<file path="src/rtl/buffer_64_to_128.sv">
// Packs pairs of 64-bit words into 128-bit blocks and queues them in a small
// first-word-fall-through FIFO ahead of the AES core.
module buffer_64_to_128 #(
    parameter  int DEPTH = 4,
    localparam int LVL_W = $clog2(DEPTH + 1)
) (
    input  logic               clk,
    input  logic               rst,
    input  logic               clr,
    input  logic [63:0]        data_in,
    input  logic               wr_enable,
    output logic               full,
    output logic               full_n,
    output logic [127:0]       data_out,
    input  logic               rd_enable,
    output logic               empty,
    output logic               half,
    output logic [LVL_W-1:0]   level
);

    localparam int PTR_W = $clog2(DEPTH);

    logic [63:0]       staging;
    logic              half_q;
    logic [PTR_W-1:0]  wr_ptr;
    logic [PTR_W-1:0]  rd_ptr;
    logic [LVL_W-1:0]  count;
    logic [127:0]      mem [DEPTH];

    logic wr_en_ok;
    logic rd_ok;
    logic push;

    // A full FIFO only blocks the write that would complete a block; a low
    // word can still be staged while the queue is full.
    assign full     = half_q & (count == LVL_W'(DEPTH));
    assign full_n   = ~full;
    assign empty    = (count == '0);
    assign half     = half_q;
    assign level    = count;
    assign wr_en_ok = wr_enable & ~full;
    assign rd_ok    = rd_enable & ~empty;
    assign push     = wr_en_ok & half_q;
    assign data_out = empty ? '0 : mem[rd_ptr];

    always_ff @(posedge clk or posedge rst) begin
        if (rst) begin
            staging <= '0;
            half_q  <= 1'b0;
            wr_ptr  <= '0;
            rd_ptr  <= '0;
            count   <= '0;
        end else if (clr) begin
            half_q  <= 1'b0;
            wr_ptr  <= '0;
            rd_ptr  <= '0;
            count   <= '0;
        end else begin
            if (wr_en_ok) begin
                if (!half_q) begin
                    staging <= data_in;
                    half_q  <= 1'b1;
                end else begin
                    wr_ptr  <= wr_ptr + PTR_W'(1);
                    half_q  <= 1'b0;
                end
            end
            if (rd_ok) begin
                rd_ptr <= rd_ptr + PTR_W'(1);
            end
            case ({push, rd_ok})
                2'b10:   count <= count + LVL_W'(1);
                2'b01:   count <= count - LVL_W'(1);
                default: count <= count;
            endcase
        end
    end

    // Storage is deliberately left unreset; count and pointers define validity.
    always_ff @(posedge clk) begin
        if (push && !clr) begin
            mem[wr_ptr] <= {data_in, staging};
        end
    end

endmodule

</file>
<file path="config.mk">
export PLATFORM = sky130hd
export DESIGN_NAME = buffer_64_to_128
export DESIGN_NICKNAME = d
export VERILOG_FILES = /design/src/rtl/buffer_64_to_128.sv
export SDC_FILE = /design/constraint.sdc
export NUM_CORES = 1
export LEC_CHECK = 0
export CAP_MARGIN = 15
export CORE_UTILIZATION = 51
export DETAILED_ROUTE_END_ITERATION = 8
export GPL_TIMING_DRIVEN = 0
export PLACE_DENSITY = 0.75
export SLEW_MARGIN = 20
export SYNTH_ARGS = -nofsm -noshare
export SYNTH_HDL_FRONTEND = slang
export SYNTH_SLANG_ARGS = --single-unit
</file>
<file path="constraint.sdc">
create_clock -name clk -period 5.75 [get_ports clk]
set_clock_uncertainty 0.05 [all_clocks]
set_input_delay 0.575 -clock clk [delete_from_list [all_inputs] [get_ports clk]]
set_output_delay 0.575 -clock clk [all_outputs]
set_load 0.005 [all_outputs]
</file>
==> flow_summary.toml, run 1 <==
[die]
die_w_um = 211
dieArea_mm2 = 0.0443
initial_utilization_pct = 51.6
pin_count = 204
rows = 76
die_y_um = 211
core-area_mm2 = 0.0430

[sta]
slew_violations = 0
rsz0062_at_grt = "false"
slew-limit-headroom_pct = 30.1
final-setup-viol-count = 0
fin_tns_setup_ns = 0
fin_crit_sh_pct = 71.7
fmax_mhz = 243
finalCriticalPeriod_ns = 4.12
worst_pin_slew_ns = 1.05
finalHoldViolations = 0
worst_slack_ns = 1.63

[synthesis]
synthCells = 1003
ys_seq_area_share_pct = 77.4
synth_cell_types = 31
syn_nets = 1077
synth_area_mm2 = 0.0222
ys_seq_elements = 584
synth_warnings = 0
avgSynthCellArea_um2 = 22.1

[run]
cap_violations = 0

[global_routing]
grt_max_degree = 45
grt_util_all_layers_pct = 20.8
grt_pass1_vias = 10889
grt_antenna_before_repair = 3
grt_pass1_wl_um = 67300
grt-ovfl-total = 0

[cells_and_area]
drive_above_1_share_pct = 19.3
fillers = 2975
final_cells = 1908
syn2layout_area_growth_pct = 22.4
finalNetCount = 1350
mostFrequentLayoutCells = "512 x edfxtp_1, 203 x clkdlybuf4s50_1, 128 x mux4_2, 128 x and2_1, 72 x dfrtp_1"
final_common_cell = "edfxtp_1"

[placed_design]
dp.cells = 1804
place_ws_ns = 2.15
place_congestion = 0.705
port_buffers = 203
hpwlAfterDp_um = 26800

[power_and_ir_drop]
p_per_area_mw_per_mm2 = 436
vdd_drop_max_uv = 319
p_switching_mw = 2.98
swShare_pct = 25.2
power_leakage_nw = 8.85
clkPwrFrac_pct = 31.0
internal-power_mw = 8.86
seqPwrFrac_pct = 42.5
p_comb_share_pct = 26.5

[routing]
wirelength_um = 44400
drtAntennaViolNets = 0
post_drt_wl_per_cell_um = 23.3
drc_errors = 0
vias = 10371
drt_iter0_drc = 808
vias_per_cell = 5.44
drt_pass1_iterations = 5

[clock_network]
cts_buffers = 55
insertion_delay_ns = 0.59
ctsHoldBuffers = 0
clk_pin_slew_ns = 0.06
cts_tree = "yes"
cts_htree_levels = 2
post_cts_buffers = 0
clockBufferDepth = 3
cts_resized = 0
root_buffer = "clkbuf_16"
clock_sinks = 584

[worst_setup_path]
worstPathArrival_ns = 3.50
crit_top_cell = "clkbuf_1"
critPathKind = "reg -> out"
critPathBufInv = 4
cpLargestDelayFamily = "buffers and inverters"
start_kind = "flip-flop"
crit_fanout = 10
worst_setup_path_end_kind = "output port"
cp.depth = 6
worstPathRequired_ns = 5.12
crit_chain = "or3_1 -> buf_2 -> clkbuf_1 -> clkbuf_1 -> and2_1 -> clkdlybuf4s50_1"
critPathSlowestCell = "clkbuf_1"
rr_worst_depth = 5
cp_slowest_stage_delay_ns = 0.80

[min_path]
min_path_type = "in -> async"

[outcome]
outcome = "finished, final reports clean"
## metal layers
layer / vias to the layer above / GRT usage [%] / part of all wire, %
li1: 4575 / - / -
met1: 5464 / 29.5 / 42
met2: 280 / 33.3 / 51
met3: 50 / 3.84 / 5.3
met4: 2 / 5.95 / 1.8
met5: - / 0 / 0.027
## through the flow
step | hold WS (ns) | total power, mW | util, % | area, um^2
2_1_floorplan | 0.419 | 6.55 | - | 22200
3_3_place_gp | 0.426 | 8.26 | 58.0 | 24900
3_5_place_dp | 0.446 | 8.31 | 58.8 | 25300
4_1_cts | 0.311 | 12.0 | 63.1 | 27100
5_1_grt | 0.340 | 12.3 | 63.1 | 27100
6_report | 0.321 | 11.8 | 63.1 | 27100
## power by group through the flow
stage	combinational (mW)	clock, mW	sequential, mW
after floorplan	1.47	0	5.08
after global placement	3.15	0	5.11
after detailed placement	3.19	0	5.12
after CTS	3.22	3.74	5.03
after global routing	3.39	3.89	5.06
final	3.14	3.67	5.03
## area by class of cell
type / instances / area (um^2) / area share, %
Antenna cell: 2 / 5.00 / 0.0184
Buffer: 52 / 250 / 0.922
Clock buffer: 81 / 1560 / 5.74
Clock inverter: 21 / 289 / 1.07
Inverter: 5 / 23.8 / 0.0876
Multi-Input combinational cell: 362 / 4740 / 17.5
Sequential cell: 584 / 17200 / 63.3
Tap cell: 585 / 732 / 2.70
Timing Repair Buffer: 216 / 2360 / 8.70
## synth_stat cells
master | count | share of area [%]
buf_1 | 11 | 0.19
ha_1 | 4 | 0.23
nand2_1 | 2 | 0.034
mux4_2 | 128 | 13
nor3b_1 | 1 | 0.034
inv_1 | 5 | 0.085
nand2_2 | 1 | 0.028
nor2_1 | 8 | 0.14
nand3_1 | 1 | 0.023
a211oi_2 | 1 | 0.056
a2bb2oi_1 | 1 | 0.039
mux2i_1 | 2 | 0.090
buf_4 | 10 | 0.34
dfrtp_1 | 72 | 8.1
nor3_1 | 2 | 0.045
fa_1 | 1 | 0.090
nand3b_1 | 1 | 0.034
or3_1 | 1 | 0.028
xnor2_1 | 1 | 0.039
nor2b_1 | 2 | 0.056
xor2_2 | 1 | 0.073
xor2_1 | 2 | 0.079
mux2_1 | 65 | 3.3
nor3b_2 | 1 | 0.056
clkbuf_1 | 17 | 0.29
nor2_2 | 1 | 0.028
nand2b_1 | 2 | 0.056
mux2_4 | 1 | 0.068
edfxtp_1 | 512 | 69
and2_1 | 132 | 3.7
buf_2 | 14 | 0.32
## worst reg2reg max path: stages (launching register included)
cell and delay (ns):
dfrtp_1 0.42, nor3b_2 0.22, nor3_1 0.39, and2_4 0.49
buf_12 0.28, buf_16 0.30
## kinds of logic (layout without fill, tap and decap cells)
logic type	after synthesis	count (layout)	synth area share (%)
flip-flops	584	584	77.4
multiplexers	196	196	16.5
AND/OR/NAND/NOR	155	155	4.28
buffers and inverters	57	375	1.21
adder cells (fa/ha/maj)	5	5	0.316
XOR/XNOR	4	4	0.192
AO/OA/AOI/OAI	2	2	0.0959
other	0	2	0
## sequential cells by signal (all words and copies together) (netlist names)
signal and flops:
mem 512, rd_ptr 2, half 1, staging 64, level 3, wr_ptr 2
## path summary, 6_finish.rpt
kind,from,to,slack (ns)
setup reg to reg,level[2],mem[1][19],3.24
min in group clk,staging[56],mem[0][56],0.46
hold / removal,rst,staging[22],0.32
max in group asynchronous,rst,staging[52],4.73
setup / recovery,level[0],data_out[70],1.63
hold reg to reg,staging[56],mem[0][56],0.46
(Power assumes the default switching activity.)
==> run 2: changes to the inputs <==
Clock period 5.75 ns to 4 ns, I/O delays scaled along.
==> flow_summary.toml, run 2 (synthesis results as in run 1) <==
[outcome]
outcome = "finished, final reports clean"

[global_routing]
grt_pass1_wl_um = 66200
grt-ovfl-total = 0
grt_pass1_vias = 10912
grt_antenna_before_repair = 1
grt_util_all_layers_pct = 20.3
grt_max_degree = 45

[power_and_ir_drop]
power_mw = 16.9
power_leakage_nw = 8.85
p_per_area_mw_per_mm2 = 623
vdd_drop_max_uv = 476

[worst_setup_path]
crit_fanout = 11
crit_chain = "or3_1 -> buf_2 -> clkbuf_2 -> clkbuf_1 -> and2_1 -> clkdlybuf4s50_1"
critPathBufInv = 4
rr_endpoint = "mem[0][19]"
worstPathRequired_ns = 3.55
start_kind = "flip-flop"
critical_path.endpoint = "data_out[69]"
worst_setup_path_end_kind = "output port"
r2r-start = "level[2]"
critPathSlowestCell = "clkdlybuf4s50_1"
worstPathArrival_ns = 3.09
cp.depth = 6
worstSetupStartpoint = "level[0]"
cp_slowest_stage_delay_ns = 0.51
critPathKind = "reg -> out"
regToRegSetupSlack_ns = 1.39
cpLargestDelayFamily = "buffers and inverters"
rr_worst_depth = 5

[clock_network]
cts_buffers = 56
post_cts_buffers = 0
cts_htree_levels = 2
cts_tree = "yes"
ctsHoldBuffers = 0
insertion_delay_ns = 0.60
clk_pin_slew_ns = 0.06
root_buffer = "clkbuf_16"
clockBufferDepth = 3
cts_resized = 0
clock_sinks = 584

[sta]
slew_violations = 0
slew-limit-headroom_pct = 48.2
holdWs_ns = 0.147
fmax_mhz = 283
finalCriticalPeriod_ns = 3.54
final-setup-viol-count = 0
worst_pin_slew_ns = 0.776
finalHoldViolations = 0
worst_slack_ns = 0.464
fin_crit_sh_pct = 88.4
rsz0062_at_grt = "false"

[die]
die_y_um = 211
die_w_um = 211
pin_count = 204
core-area_mm2 = 0.0430
rows = 76
dieArea_mm2 = 0.0443
initial_utilization_pct = 51.6

[routing]
drtAntennaViolNets = 0
drc_errors = 0
vias_per_cell = 5.41
drt_iter0_drc = 564
wirelength_um = 43500
drt_pass1_iterations = 5
post_drt_wl_per_cell_um = 22.7
vias = 10339

[cells_and_area]
finalNetCount = 1351
mostFrequentLayoutCells = "512 x edfxtp_1, 203 x clkdlybuf4s50_1, 128 x mux4_2, 128 x and2_1, 72 x dfrtp_1"
final_common_cell = "edfxtp_1"
syn2layout_area_growth_pct = 22.3
largest_register = "mem"
final_area_mm2 = 0.0271
largest_reg_flops = 512
drive_above_1_share_pct = 19.5
fillers = 2994

[placed_design]
hpwlAfterDp_um = 26400
place_ws_ns = 0.793
place_congestion = 0.722
port_buffers = 203
dpl-instance-area_mm2 = 0.0253

[run]
cap_violations = 0

[min_path]
min_path_type = "in -> async"
-- run 2: cell types whose count changed in the layout (fill, tap and decap cells not counted) --
cell,delta
clkinv_2,+4
clkbuf_1,-6
clkinv_1,+7
bufinv_16,-1
clkinv_4,-2
clkbuf_2,+1
clkbuf_8,-1
inv_6,+2
-- run 2: per-layer routing --
metal  part of all wire (%)  vias to the layer above  wire (um)  global-route usage, %
met5                      0                        -          0                      0
met4                    1.7                        0        740                   6.37
met3                    5.0                       47       2190                   3.65
met2                     50                      250      22000                   32.9
met1                     43                     5461      18600                   28.3
li1                       -                     4581          -                      -
-- run 2: cell type report --
| cell class | count | area (um^2) | area share [%] |
|---|---|---|---|
| sequential | 584 | 17200 | 63.3 |
| multi-input combinational | 362 | 4740 | 17.5 |
| timing repair buffer | 216 | 2360 | 8.70 |
| clock buffer | 75 | 1520 | 5.62 |
| tap | 585 | 732 | 2.70 |
| clock inverter | 31 | 305 | 1.13 |
| buffer | 52 | 251 | 0.927 |
| inverter | 5 | 23.8 | 0.0877 |
| antenna | 2 | 5.00 | 0.0185 |
-- run 2: worst min-delay path by stage --
stage                           start           to  cells past startpoint
after global routing              rst  staging[21]                      2
after CTS                         rst  staging[20]                      2
after global placement    staging[31]   mem[1][31]                      0
final                             rst  staging[20]                      2
after detailed placement  staging[31]   mem[1][31]                      0
after floorplan            staging[0]    mem[0][0]                      0
-- run 2: worst register-to-register path: stages, from the launching register on --
cell and delay, ns:
dfrtp_1 0.41, nor3b_2 0.21, nor3_1 0.43, and2_4 0.53
buf_16 0.29, buf_16 0.28
-- run 2: per-stage QoR --
step / util, % / TNS (ns) / instances
after floorplan: - / 0 / 1003
after global placement: 58.0 / -489.64 / 1791
after detailed placement: 58.8 / 0 / 1804
after CTS: 63.1 / 0 / 1910
after global routing: 63.1 / 0 / 1911
final: 63.1 / 0 / 1912
-- run 2: report_power, final --
group	internal [mW]	switching [mW]	leakage, nW
combinational	2.56	1.90	2.49
sequential	7.03	0.203	5.47
clock	3.06	2.15	0.895
==> run 3: changes to the inputs <==
Settings changed: CORE_UTILIZATION 51 to 30, PLACE_DENSITY 0.75 to 0.5, SLEW_MARGIN 20 to 25.
==> flow_summary.toml, run 3 (synthesis results as in run 1) <==
[power_and_ir_drop]
power_leakage_nw = 9.05
vdd_drop_max_uv = 312
p_per_area_mw_per_mm2 = 644
power_mw = 18.0

[worst_setup_path]
worstPathArrival_ns = 3.27
worstPathRequired_ns = 3.55
worst_setup_path_end_kind = "output port"
critPathBufInv = 5
crit_chain = "or3_1 -> buf_2 -> clkbuf_2 -> buf_16 -> clkbuf_1 -> and2_1 -> clkdlybuf4s50_1"
rr_worst_depth = 5
crit_fanout = 10
cp_slowest_stage_delay_ns = 0.53
regToRegSetupSlack_ns = 1.39
start_kind = "flip-flop"
cpLargestDelayFamily = "buffers and inverters"
rr_endpoint = "mem[1][34]"
critPathSlowestCell = "clkdlybuf4s50_1"
critPathKind = "reg -> out"
r2r-start = "level[2]"

[run]
cap_violations = 0

[min_path]
min_path_type = "in -> async"

[global_routing]
grt_antenna_before_repair = 3
grt_pass1_vias = 11401
grt-ovfl-total = 0
grt_util_all_layers_pct = 13.7
grt_max_degree = 43
grt_pass1_wl_um = 75000

[outcome]
outcome = "complete, but fails checks"
violations = "DRC"

[die]
dieArea_mm2 = 0.0750
die_w_um = 274
pin_count = 204
die_y_um = 274
core-area_mm2 = 0.0731
initial_utilization_pct = 30.3
rows = 99

[cells_and_area]
largest_register = "mem"
final_cells = 2299
finalNetCount = 1362
antenna_cells = 0
final_common_cell = "edfxtp_1"
mostFrequentLayoutCells = "512 x edfxtp_1, 203 x clkdlybuf4s50_1, 128 x mux4_2, 128 x and2_1, 72 x dfrtp_1"
largest_reg_flops = 512
drive_above_1_share_pct = 20.8
syn2layout_area_growth_pct = 26.2
utilization_pct = 38.3

[sta]
finalCriticalPeriod_ns = 3.72
worst_pin_slew_ns = 0.873
rsz0062_at_grt = "false"
slew_violations = 0
finalHoldViolations = 0
fin_crit_sh_pct = 93.1
final-setup-viol-count = 0
worst_slack_ns = 0.276
fin_tns_setup_ns = 0
slew-limit-headroom_pct = 41.8
fmax_mhz = 269

[clock_network]
clockBufferDepth = 3
clk_pin_slew_ns = 0.06
post_cts_buffers = 0
cts_buffers = 66
root_buffer = "clkbuf_16"
cts_htree_levels = 3
clock_sinks = 584
cts_tree = "yes"
insertion_delay_ns = 0.59
ctsHoldBuffers = 0

[routing]
vias_per_cell = 4.54
wirelength_um = 50300
drt_iter0_drc = 681
post_drt_wl_per_cell_um = 21.9
drtAntennaViolNets = 0
vias = 10430
drc_errors = 18
drt_pass1_iterations = 7

[placed_design]
port_buffers = 203
place_congestion = 0.674
hpwlAfterDp_um = 30700
place_ws_ns = 0.646
dp.cells = 2179
==> run 3: per-stage QoR <==
| stage | hold slack (ns) | cell area, um^2 |
|---|---|---|
| 2_1_floorplan | 0.419 | 22200 |
| 3_3_place_gp | 0.431 | 25400 |
| 3_5_place_dp | 0.445 | 25800 |
| 4_1_cts | 0.116 | 28000 |
| 5_1_grt | 0.163 | 28000 |
| 6_report | 0.132 | 28000 |
==> run 3: layer usage <==
layer  GRT usage (%)  up-vias  share of wire [%]
met5               0        -              0.026
met3            2.72       52                4.3
met1            18.8     5538                 45
li1                -     4615                  -
met2            21.9      223                 48
met4            4.30        2                1.7
==> run 3: worst max path at each step <==
| stage | from | endpoint | slack (ns) | cells after the start |
|---|---|---|---|---|
| after floorplan | clr | mem[0][0] | 1.03 | 3 |
| after global placement | clr | mem[0][103] | -1.40 | 4 |
| after detailed placement | level[0] | data_out[65] | 0.65 | 7 |
| after CTS | level[0] | data_out[98] | 0.02 | 7 |
| after global routing | level[0] | data_out[55] | 0.02 | 7 |
| final | level[0] | data_out[55] | 0.28 | 7 |
==> run 3: repair_timing <==
| action | in CTS | in global routing |
|---|---|---|
| endpoints found under the hold margin | 0 | 0 |
| resized for setup | 2 | 2 |
| setup endpoints to repair | 2 | 1 |
| pin swaps | 0 | 0 |
==> run 3: power by group <==
| part | total (mW) | leakage [nW] | switching, mW | internal (mW) |
|---|---|---|---|---|
| clock | 6.03 | 1.06 | 2.41 | 3.63 |
| combinational | 4.76 | 2.52 | 2.14 | 2.62 |
| sequential | 7.23 | 5.47 | 0.201 | 7.03 |
==> run 3: layout make-up <==
class,count,area [um^2]
buffer,52,255
clock buffer,87,1820
clock inverter,33,362
fill,6690,45100
inverter,5,23.8
multi-input combinational,362,4740
sequential,584,17200
tap,959,1200
timing repair buffer,217,2400
